## config.mk

```make
export PLATFORM = sky130hd
export DESIGN_NAME = alu_ctrl
export DESIGN_NICKNAME = d
export VERILOG_FILES = /design/src/rtl/alu_ctrl_pkg.sv /design/src/rtl/alu_ctrl_regfile.sv /design/src/rtl/alu_ctrl.sv
export SDC_FILE = /design/constraint.sdc
export NUM_CORES = 1
export LEC_CHECK = 0
export CELL_PAD_IN_SITES_DETAIL_PLACEMENT = 0
export CELL_PAD_IN_SITES_GLOBAL_PLACEMENT = 1
export CORE_MARGIN = 3
export CORE_UTILIZATION = 40
export CTS_BUF_LIST = sky130_fd_sc_hd__clkbuf_4
export DETAILED_ROUTE_END_ITERATION = 7
export PLACE_DENSITY_LB_ADDON = 0.1
export RECOVER_POWER = 25
export SLEW_MARGIN = 40
export SYNTH_ARGS = -nofsm -noshare
export SYNTH_HDL_FRONTEND = slang
export SYNTH_SLANG_ARGS = --single-unit
```

## constraint.sdc

```tcl
create_clock -name clk -period 6.7 [get_ports clk]
set_input_delay 1.005 -clock clk [delete_from_list [all_inputs] [get_ports clk]]
set_output_delay 1.005 -clock clk [all_outputs]
set_load 0.02 [all_outputs]
```

## src/rtl/alu_ctrl_pkg.sv

```systemverilog
// Shared encodings for the ALU operation sequencer: ops, flag bit positions,
// branch-condition selects, FSM states and the latched execute context.
package alu_ctrl_pkg;

  localparam int unsigned DW   = 16;
  localparam int unsigned AW   = 3;
  localparam int unsigned NREG = 8;
  localparam int unsigned FW   = 4;

  localparam logic [2:0] OP_ADD = 3'd0;
  localparam logic [2:0] OP_SUB = 3'd1;
  localparam logic [2:0] OP_AND = 3'd2;
  localparam logic [2:0] OP_OR  = 3'd3;
  localparam logic [2:0] OP_XOR = 3'd4;
  localparam logic [2:0] OP_SHL = 3'd5;
  localparam logic [2:0] OP_SHR = 3'd6;
  localparam logic [2:0] OP_SAR = 3'd7;

  localparam int unsigned FL_C = 3;
  localparam int unsigned FL_V = 2;
  localparam int unsigned FL_N = 1;
  localparam int unsigned FL_Z = 0;

  localparam logic [2:0] COND_AL = 3'd0;
  localparam logic [2:0] COND_Z  = 3'd1;
  localparam logic [2:0] COND_NZ = 3'd2;
  localparam logic [2:0] COND_N  = 3'd3;
  localparam logic [2:0] COND_NN = 3'd4;
  localparam logic [2:0] COND_C  = 3'd5;
  localparam logic [2:0] COND_V  = 3'd6;
  localparam logic [2:0] COND_LT = 3'd7;

  localparam logic [1:0] ST_IDLE = 2'd0;
  localparam logic [1:0] ST_EXEC = 2'd1;
  localparam logic [1:0] ST_DONE = 2'd2;

  // Request fields that must survive from acceptance to write-back.
  typedef struct packed {
    logic [AW-1:0] dst;
    logic          fl_en;
    logic          cmp;
  } exec_ctx_t;

endpackage

```

## src/rtl/alu_ctrl_regfile.sv

```systemverilog
// 8x16 register file: write-back/load arbitration, operand capture ports and
// an asynchronous debug read port.
module alu_ctrl_regfile
  import alu_ctrl_pkg::*;
(
  input  logic          clk,
  input  logic          rst,
  input  logic          i_wb_en,
  input  logic [AW-1:0] i_wb_addr,
  input  logic [DW-1:0] i_wb_data,
  input  logic          i_ld_en,
  input  logic [AW-1:0] i_ld_addr,
  input  logic [DW-1:0] i_ld_data,
  input  logic          i_cap_en,
  input  logic [AW-1:0] i_cap_a_addr,
  input  logic [AW-1:0] i_cap_b_addr,
  input  logic          i_cap_b_imm_en,
  input  logic [DW-1:0] i_cap_b_imm,
  output logic [DW-1:0] o_cap_a,
  output logic [DW-1:0] o_cap_b,
  input  logic [AW-1:0] i_rd_addr,
  output logic [DW-1:0] o_rd_data
);

  logic [DW-1:0] r_mem [NREG];
  logic [DW-1:0] r_cap_a;
  logic [DW-1:0] r_cap_b;

  // Write-back takes priority over a host load to the same address.
  always_ff @(posedge clk) begin
    if (rst) begin
      for (int i = 0; i < int'(NREG); i++) r_mem[i] <= '0;
    end else begin
      for (int i = 0; i < int'(NREG); i++) begin
        if (i_wb_en && (i_wb_addr == AW'(i)))
          r_mem[i] <= i_wb_data;
        else if (i_ld_en && (i_ld_addr == AW'(i)))
          r_mem[i] <= i_ld_data;
      end
    end
  end

  // Operands sample pre-edge contents; no bypass from a same-cycle load.
  always_ff @(posedge clk) begin
    if (rst) begin
      r_cap_a <= '0;
      r_cap_b <= '0;
    end else if (i_cap_en) begin
      r_cap_a <= r_mem[i_cap_a_addr];
      r_cap_b <= i_cap_b_imm_en ? i_cap_b_imm : r_mem[i_cap_b_addr];
    end
  end

  assign o_cap_a   = r_cap_a;
  assign o_cap_b   = r_cap_b;
  assign o_rd_data = r_mem[i_rd_addr];

endmodule

```

## src/rtl/alu_ctrl.sv

```systemverilog
// ALU operation sequencer: issues one instruction to the external ALU every
// three cycles and writes back. Optional ALU_CTRL_CMP_EN enables compare-only.
module alu_ctrl
  import alu_ctrl_pkg::*;
(
  input  logic          clk,
  input  logic          rst,
  input  logic          req_valid,
  output logic          req_ready,
  input  logic [2:0]    req_op,
  input  logic [AW-1:0] req_dst,
  input  logic [AW-1:0] req_src_a,
  input  logic [AW-1:0] req_src_b,
  input  logic          req_imm_en,
  input  logic [DW-1:0] req_imm,
  input  logic          req_fl_en,
  input  logic          req_cmp,
  output logic [2:0]    alu_sel,
  output logic [DW-1:0] alu_a,
  output logic [DW-1:0] alu_b,
  input  logic [DW-1:0] alu_result,
  input  logic [FW-1:0] alu_flags,
  input  logic          ld_en,
  input  logic [AW-1:0] ld_addr,
  input  logic [DW-1:0] ld_data,
  input  logic [AW-1:0] rd_addr,
  output logic [DW-1:0] rd_data,
  output logic [FW-1:0] flags_q,
  input  logic [2:0]    cond_sel,
  output logic          cond_true,
  output logic          done
);

  logic [1:0]    r_state;
  logic [1:0]    w_state_nxt;
  logic          w_accept;
  logic [2:0]    r_alu_sel;
  exec_ctx_t     r_ctx;
  logic [FW-1:0] r_flags;
  logic          w_wb_en;
  logic          w_wb_suppress;
  logic          w_cond;

  assign req_ready = (r_state == ST_IDLE) && !rst;
  assign w_accept  = req_valid && req_ready;

  always_ff @(posedge clk) begin
    if (rst) r_state <= ST_IDLE;
    else     r_state <= w_state_nxt;
  end

  always_comb begin
    w_state_nxt = r_state;
    case (r_state)
      ST_IDLE: if (w_accept) w_state_nxt = ST_EXEC;
      ST_EXEC: w_state_nxt = ST_DONE;
      ST_DONE: w_state_nxt = ST_IDLE;
      default: w_state_nxt = ST_IDLE;
    endcase
  end

  always_ff @(posedge clk) begin
    if (rst) begin
      r_alu_sel <= '0;
      r_ctx     <= '0;
    end else if (w_accept) begin
      r_alu_sel <= req_op;
      r_ctx     <= '{dst: req_dst, fl_en: req_fl_en, cmp: req_cmp};
    end
  end

`ifdef ALU_CTRL_CMP_EN
  assign w_wb_suppress = r_ctx.cmp;
`else
  logic w_unused_cmp;
  assign w_unused_cmp  = r_ctx.cmp;
  assign w_wb_suppress = 1'b0;
`endif

  assign w_wb_en = (r_state == ST_EXEC) && !w_wb_suppress;

  always_ff @(posedge clk) begin
    if (rst)                                      r_flags <= '0;
    else if ((r_state == ST_EXEC) && r_ctx.fl_en) r_flags <= alu_flags;
  end

  alu_ctrl_regfile u_regfile (
    .clk            (clk),
    .rst            (rst),
    .i_wb_en        (w_wb_en),
    .i_wb_addr      (r_ctx.dst),
    .i_wb_data      (alu_result),
    .i_ld_en        (ld_en),
    .i_ld_addr      (ld_addr),
    .i_ld_data      (ld_data),
    .i_cap_en       (w_accept),
    .i_cap_a_addr   (req_src_a),
    .i_cap_b_addr   (req_src_b),
    .i_cap_b_imm_en (req_imm_en),
    .i_cap_b_imm    (req_imm),
    .o_cap_a        (alu_a),
    .o_cap_b        (alu_b),
    .i_rd_addr      (rd_addr),
    .o_rd_data      (rd_data)
  );

  // Branch condition evaluated on the stored flags.
  always_comb begin
    w_cond = 1'b1;
    case (cond_sel)
      COND_AL: w_cond = 1'b1;
      COND_Z:  w_cond = r_flags[FL_Z];
      COND_NZ: w_cond = !r_flags[FL_Z];
      COND_N:  w_cond = r_flags[FL_N];
      COND_NN: w_cond = !r_flags[FL_N];
      COND_C:  w_cond = r_flags[FL_C];
      COND_V:  w_cond = r_flags[FL_V];
      COND_LT: w_cond = r_flags[FL_N] ^ r_flags[FL_V];
      default: w_cond = 1'b1;
    endcase
  end

  assign alu_sel   = r_alu_sel;
  assign flags_q   = r_flags;
  assign cond_true = w_cond;
  assign done      = (r_state == ST_DONE);

endmodule

```

Word level (Yosys, flattened, before mapping)
Memories as Yosys holds them, arrays and structs flattened. A register that Yosys moved wholly into a read port is not among the register bits.
Cells that the tools add are included.

cells by class
  bitwise operators = 17
  muxes and demuxes = 78
  equal/unequal tests = 24
  reduce and logical (&&, ||, !) cells = 26

operator list
  kind                  number
  $mux W16              17
  $mux W1               58
  $eq A3 B3 Y1 const B  12
  $logic_and A1 B1 Y1   19
  $eq A3 B2 Y1 const B  6
  $or A1 B1 Y1          16
  $eq A3 B1 Y1 const B  3
  $logic_not A3 Y1      3
  $pmux W1 S8           1
  $pmux W2 S2           1
  $logic_not A1 Y1      3
  $eq A2 B1 Y1 const B  1
  $eq A2 B2 Y1 const B  1
  $logic_not A2 Y1      1
  $mux W2               1
  $ne A2 B1 Y1 const B  1
  $xor A1 B1 Y1         1

storage, ports and cells
  output and inout port bits = 58
  word-level logic and storage cells = 152
  register bits after elaboration = 29
  memories = 1
  bits in writable memories = 128
  input port bits = 80

memory list
  name             words  bits a word  read ports  clocked after Yosys merged registers in  write ports  line                    RTL
  u_regfile.r_mem  8      16           3           1                                        8            alu_ctrl_regfile.sv:25  logic [DW-1:0] r_mem [NREG];

Longest topological paths before layout
Gate-level depths: netlist of the first run.

  word-level depth = 7
  gate-level depth with buffers = 8
  gate-level depth less buffers = 4

Hierarchy
From an unflattened synthesis of the first run, not the netlist that was laid out.

unflattened totals
  cells, all modules = 952
  area total of the unflattened synthesis = 10,602.7 sq um

modules (own cells, without submodules)
  module            instances  cells each  seq. area each (sq um)  area each (sq um)
  alu_ctrl_regfile  1          899         4,484.3                 10,065.9
  alu_ctrl          1          53          260.2                   536.8

Worst setup path before layout of the first run
OpenSTA, ideal clock, no wires.

  path type = input to output
  start = input port rd_addr[0]
  end = output port rd_data[0]
  required time = 5.695 ns
  data arrival time = 2.366 ns
  stages = 4
  slack = 3.329 ns
  buffers on the path = 2
  path through = clkbuf_1 > buf_2 > mux4_2 > mux2_2

on the way
  word-level cells in the longest chain between the ends = 1

ends and longest elaborated chain
  what                line            RTL
  start: declaration  alu_ctrl.sv:26  input logic [AW-1:0] rd_addr,
  $mem_v2 Z8 W16      n/a
  end: declaration    alu_ctrl.sv:27  output logic [DW-1:0] rd_data,

No other way between the ends.

Worst setup path after layout of the first run
  start = input port rd_addr[1]
  end = output port rd_data[4]

The elaborated chain is that of the path after synthesis.

==> results of run 1 <==
==> kinds of logic after synthesis <==
| family | count (synthesis) | share of synthesized area [%] |
|---|---|---|
| compound gates | 188 | 16.40 |
| xor+xnor | 1 | 0.08621 |
| buf+inv | 91 | 4.125 |
| flops | 173 | 46.69 |
| mux | 148 | 26.79 |
| simple gates | 115 | 5.898 |
==> stage by stage <==
| step | power, mW | utilization [%] | worst slack [ps] | instance area (um2) |
|---|---|---|---|---|
| floorplan | 1.583 | - | 3329 | 10160 |
| global placement | 1.791 | 47.02 | 1939 | 11600 |
| detailed placement | 1.809 | 47.29 | 2023 | 11670 |
| CTS | 2.453 | 48.55 | 2020 | 11980 |
| global route | 2.527 | 48.53 | 1994 | 11980 |
| finish | 2.444 | 48.53 | 1994 | 11980 |
==> sequential cells by signal (all words and copies together) (netlist names) <==
register,count
u_regfile.o_cap_b,16
flags_q,4
alu_sel,3
u_regfile.o_cap_a,16
u_regfile.r_mem,128
r_ctx,4
r_state,2
==> area by class of cell <==
| cell class | count | share of cell area, % |
|---|---|---|
| Tap cell | 324 | 3.385 |
| Antenna cell | 1 | 0.02089 |
| Sequential cell | 173 | 39.62 |
| Inverter | 4 | 0.1358 |
| Timing Repair Buffer | 151 | 12.09 |
| Clock buffer | 17 | 1.066 |
| Clock inverter | 15 | 1.536 |
| Multi-Input combinational cell | 452 | 42.15 |
==> per-layer routing <==
metal	vias to the layer above	global-route usage, %
met5	-	0
met2	442	35.07
li1	3131	-
met1	3592	31.76
met4	0	7.146
met3	52	5.188
==> tightest hold or removal path: stages (launching register included) <==
cell     delay, ps
dfxtp_1        340
nand2_1         50
a21oi_1         50
==> synthesized netlist by cell type (all sizes together) (3+ instances only) <==
| cell type | number |
|---|---|
| edfxtp | 128 |
| a22o | 96 |
| mux4 | 96 |
| buf | 53 |
| nand2 | 50 |
| dfxtp | 45 |
| clkbuf | 34 |
| mux2 | 32 |
| o2bb2ai | 32 |
| and3 | 23 |
| mux2i | 20 |
| nand2b | 20 |
| o21ai | 17 |
| a221o | 16 |
| a21oi | 8 |
| nor2 | 8 |
| a211o | 7 |
| a211oi | 7 |
| a2111oi | 3 |
| inv | 3 |
| nand3b | 3 |
==> power groups by stage <==
stage                     registers [mW]  clock network [mW]  logic, mW
after global routing                1.29               0.703      0.530
after detailed placement            1.31                   0      0.500
after global placement              1.30                   0      0.490
after floorplan                     1.30                   0      0.282
final                               1.29               0.658      0.498
after CTS                           1.28               0.667      0.501
==> worst paths after layout <==
check / from / endpoint / slack [ps] / cells after the start
max: rd_addr[1] / rd_data[4] / 1990 / 5
min: alu_sel[2] / alu_sel[2] / 470 / 2
max reg2reg: r_state[0] / u_regfile.o_cap_a[5] / 3360 / 4
min reg2reg: alu_sel[2] / alu_sel[2] / 470 / 2
==> results.py, run 1 <==
metrics = {
    "die": {
        "start_util_pct": 41.18,
        "die_area_um2": 27350,
        "die_y_um": 165.4,
        "row_count": 57,
        "core_area_um2": 24680,
        "ios": 138,
        "dieWidth_um": 165.4,
    },
    "setup_path": {
        "worst-setup-path-type": "input pin to output pin",
        "arrival_ps": 3700,
        "cp_top_family": "buffers and inverters",
        "worstPathRequired_ps": 5690,
        "slowest_delay_ps": 1050,
        "worst_setup_path_end_kind": "output pin",
        "critical_path_buf_inv_count": 3,
        "crit_chain": "clkdlybuf4s50_1 -> buf_4 -> mux4_2 -> mux2_2 -> clkdlybuf4s50_1",
        "slowest_stage": "clkdlybuf4s50_1",
        "crit_fanout": 17,
        "start_kind": "input pin",
        "crit_top_cell": "clkdlybuf4s50_1",
    },
    "timing": {
        "grt_setup_unrepaired": "no",
        "max_freq_mhz": 212.5,
        "hold_ws_ps": 468.2,
        "finalSetupViolCount": 0,
        "hold_viol": 0,
        "slew_viol_final": 0,
        "relSlewSlack_pct": 9.062,
        "worstMarginPinSlew_ps": 1364,
        "timing.final.crit_period_ps": 4706,
        "post-route-period-util_pct": 70.24,
        "setup_tns_ps": 0,
        "finClkSkew_ps": 30.63,
    },
    "power_and_ir_drop": {
        "clockPowerShare_pct": 26.9,
        "power_density_nw_per_um2": 204.1,
        "power.switching_mw": 0.7024,
        "irDropWorstVdd_mv": 0.1160,
        "power_frac_seq_pct": 52.7,
        "power.leakage_nw": 4.141,
        "intPower_mw": 1.742,
        "p_comb_share_pct": 20.4,
        "sw_frac_of_total_pct": 28.74,
    },
    "grt": {
        "overflow": 0,
        "antenna_found_initial": 1,
        "grt_use_total_pct": 22.62,
        "grt_max_degree": 39,
        "grt_pass1_wl_um": 44840,
        "grt_pass1_vias": 7082,
    },
    "drt": {
        "vias_per_cell": 6.347,
        "avgRoutedWirePerCell_um": 27.38,
        "vias": 7217,
        "drtAntennaViolNets": 0,
        "dr.first_iter.drc_count": 780,
        "drc": 0,
        "met3_wirelength_um": 3284,
        "routed_wl_um": 31140,
        "drtPass1Iterations": 5,
        "highest_layer": "met4",
        "wl_met1_um": 13120,
        "met2_length_um": 14090,
    },
    "final_layout": {
        "drive_gt1_share_pct": 25.25,
        "final_common_cell": "clkdlybuf4s50_1",
        "final_cell_mix": "130 x clkdlybuf4s50_1, 128 x edfxtp_1, 96 x mux4_2",
        "stdcell_count": 1137,
        "final_net_count": 879,
        "area_growth_pct": 17.87,
        "nFillCells": 2168,
        "multi_input_area_um2": 5049,
        "regArea_um2": 4745,
    },
    "synth": {
        "synth_edf_count": 128,
        "synthArstFlopShare_pct": 0,
        "yosysTopAreaCell": "edfxtp_1",
        "synth.distinct_cells": 38,
        "synth_seq_cells": 173,
        "ys_warn_count": 0,
        "seq_area_frac_synth_pct": 46.69,
        "syn-num-nets": 796,
        "netlist_instances": 716,
        "synth_area_per_cell_um2": 14.19,
        "synth_top_area_share_pct": 37.83,
        "synthFlopType": "edfxtp_1",
        "synth_area_leaders": "edfxtp_1 38%, mux4_2 21%, dfxtp_1 8.9%, a22o_1 7.5%, mux2_2 3.5%",
        "synthesis.area_um2": 10160,
    },
    "status": {
        "outcome": "completed",
    },
    "placed_design": {
        "place.detailed.instances": 1103,
        "dpl.hpwl_um": 22300,
        "routabilityCongestion": 0.8754,
        "port_buffers": 136,
    },
    "cts": {
        "clk_path_buf_depth": 2,
        "cts_htree_levels": 4,
        "clk_latency_ps": 590,
        "clk_pin_slew_ps": 150,
        "clock_sinks": 173,
        "cts_hold_buf": 0,
        "cts_buffers": 17,
        "cts_resized": 0,
        "cts_tree": "done",
        "postCtsSetupBuffers": 0,
        "cts_root_buf": "clkbuf_4",
    },
    "run": {
        "maxCapViolations": 0,
    },
    "hold_path": {
        "hp-class": "register to register",
    },
}
(Power assumes the default switching activity.)
==> run 2: changes to the inputs <==
==> constraint.sdc (replaced) <==
create_clock -name clk -period 4.15 [get_ports clk]
set_input_delay 0.6225 -clock clk [delete_from_list [all_inputs] [get_ports clk]]
set_output_delay 0.6225 -clock clk [all_outputs]
set_load 0.02 [all_outputs]
==> results.py, run 2 (synthesis gave the netlist of run 1 again) <==
metrics = {
    "die": {
        "core_area_um2": 24680,
        "row_count": 57,
        "start_util_pct": 41.18,
        "ios": 138,
        "dieWidth_um": 165.4,
        "die_y_um": 165.4,
        "die_area_um2": 27350,
    },
    "setup_path": {
        "crit_chain": "clkdlybuf4s50_1 -> buf_4 -> mux4_2 -> mux2_2 -> clkdlybuf4s50_1",
        "regToRegStartpoint": "r_state[1]",
        "worst-setup-path-type": "input pin to output pin",
        "crit_fanout": 32,
        "critical_path_buf_inv_count": 3,
        "start_kind": "input pin",
        "slowest_stage": "clkdlybuf4s50_1",
        "worst_setup_path_end_kind": "output pin",
        "crit_start": "rd_addr[1]",
        "worstPathRequired_ps": 3530,
        "cp_top_family": "buffers and inverters",
        "crit_top_cell": "clkdlybuf4s50_1",
        "slowest_delay_ps": 560,
        "arrival_ps": 2740,
    },
    "placed_design": {
        "routabilityCongestion": 0.8364,
        "post_dp_cell_area_um2": 11760,
        "dpl.hpwl_um": 22070,
        "port_buffers": 136,
    },
    "drt": {
        "routed_wl_um": 30550,
        "vias_per_cell": 6.261,
        "dr.first_iter.drc_count": 869,
        "drc": 0,
        "avgRoutedWirePerCell_um": 26.49,
        "vias": 7219,
        "drtPass1Iterations": 7,
        "drtAntennaViolNets": 0,
    },
    "final_layout": {
        "final_common_cell": "clkdlybuf4s50_1",
        "area_growth_pct": 18.82,
        "fin_area_um2": 12070,
        "largest_reg_flops": 128,
        "final_net_count": 895,
        "drive_gt1_share_pct": 25.85,
        "regMostFlops": "u_regfile.r_mem",
        "final_cell_mix": "131 x clkdlybuf4s50_1, 128 x edfxtp_1, 96 x mux4_2",
    },
    "cts": {
        "cts_hold_buf": 0,
        "cts_htree_levels": 4,
        "clk_path_buf_depth": 2,
        "cts_root_buf": "clkbuf_4",
        "clock_sinks": 173,
        "postCtsSetupBuffers": 0,
        "cts_buffers": 17,
        "clk_latency_ps": 580,
        "cts_resized": 0,
        "cts_tree": "done",
        "clk_pin_slew_ps": 140,
    },
    "grt": {
        "antenna_found_initial": 1,
        "grt_pass1_vias": 7229,
        "grt_pass1_wl_um": 44610,
        "overflow": 0,
        "grt_use_total_pct": 22.29,
        "grt_max_degree": 33,
    },
    "power_and_ir_drop": {
        "power.leakage_nw": 4.240,
        "power_frac_seq_pct": 52.0,
        "p_comb_share_pct": 20.1,
        "power.switching_mw": 1.118,
        "irDropWorstVdd_mv": 0.1851,
        "clockPowerShare_pct": 27.9,
        "intPower_mw": 2.883,
        "sw_frac_of_total_pct": 27.94,
        "power_density_nw_per_um2": 331.4,
    },
    "status": {
        "outcome": "completed",
    },
    "timing": {
        "relSlewSlack_pct": 17.92,
        "worstMarginPinSlew_ps": 1231,
        "setup_tns_ps": 0,
        "max_freq_mhz": 297.5,
        "post-route-period-util_pct": 81.01,
        "hold_viol": 0,
        "finClkSkew_ps": 20.22,
        "finalSetupViolCount": 0,
        "timing.final.crit_period_ps": 3362,
        "slew_viol_final": 0,
        "grt_setup_unrepaired": "no",
    },
    "hold_path": {
        "hp-class": "register to register",
        "min_from": "r_ctx[1]",
    },
    "run": {
        "maxCapViolations": 0,
    },
}
## run 2: path summary, 6_finish.rpt
path | end | slack, ps | cells after the start
setup / recovery | rd_data[5] | 790 | 5
hold / removal | r_ctx[1] | 470 | 2
setup reg to reg | u_regfile.o_cap_a[7] | 1260 | 4
hold reg to reg | r_ctx[1] | 470 | 2
## run 2: final cells by class
class                      count  area, um2
antenna                        1      2.502
clock buffer                  17      127.6
clock inverter                15      207.7
fill                        2172      12600
inverter                       4      16.27
multi-input combinational    452       4994
sequential                   173       4745
tap                          324      405.4
timing repair buffer         167       1575
## run 2: power groups by stage
stage / registers [mW] / logic, mW / clock network (mW)
after global placement: 2.10 / 0.796 / 0
after floorplan: 2.10 / 0.455 / 0
after CTS: 2.07 / 0.809 / 1.13
after global routing: 2.09 / 0.852 / 1.21
final: 2.08 / 0.804 / 1.12
after detailed placement: 2.11 / 0.807 / 0
## run 2: routing by layer
metal | vias to the layer above | global-route usage [%] | wire length, um
met5 | - | 0 | 0
met4 | 0 | 6.730 | 587
met3 | 49 | 5.113 | 3011
met2 | 391 | 35.22 | 14020
met1 | 3613 | 30.87 | 12930
li1 | 3166 | - | -
## run 2: stage by stage
stage	cells	utilization [%]	worst slack, ps	power, mW	hold WS [ps]
6_report	1153	48.93	788.3	4.001	473.4
3_3_place_gp	1119	47.61	789.9	2.898	442.9
4_1_cts	1152	49.02	789.0	4.017	471.5
3_5_place_dp	1120	47.66	789.9	2.920	451.0
5_1_grt	1153	48.93	726.3	4.152	501.5
2_1_floorplan	716	-	1544	2.555	436.5
## run 2: tightest hold or removal path, cell delays in order (launching register included)
cell and delay (ps):
dfxtp_1 340, nand2_1 50, a21oi_1 50
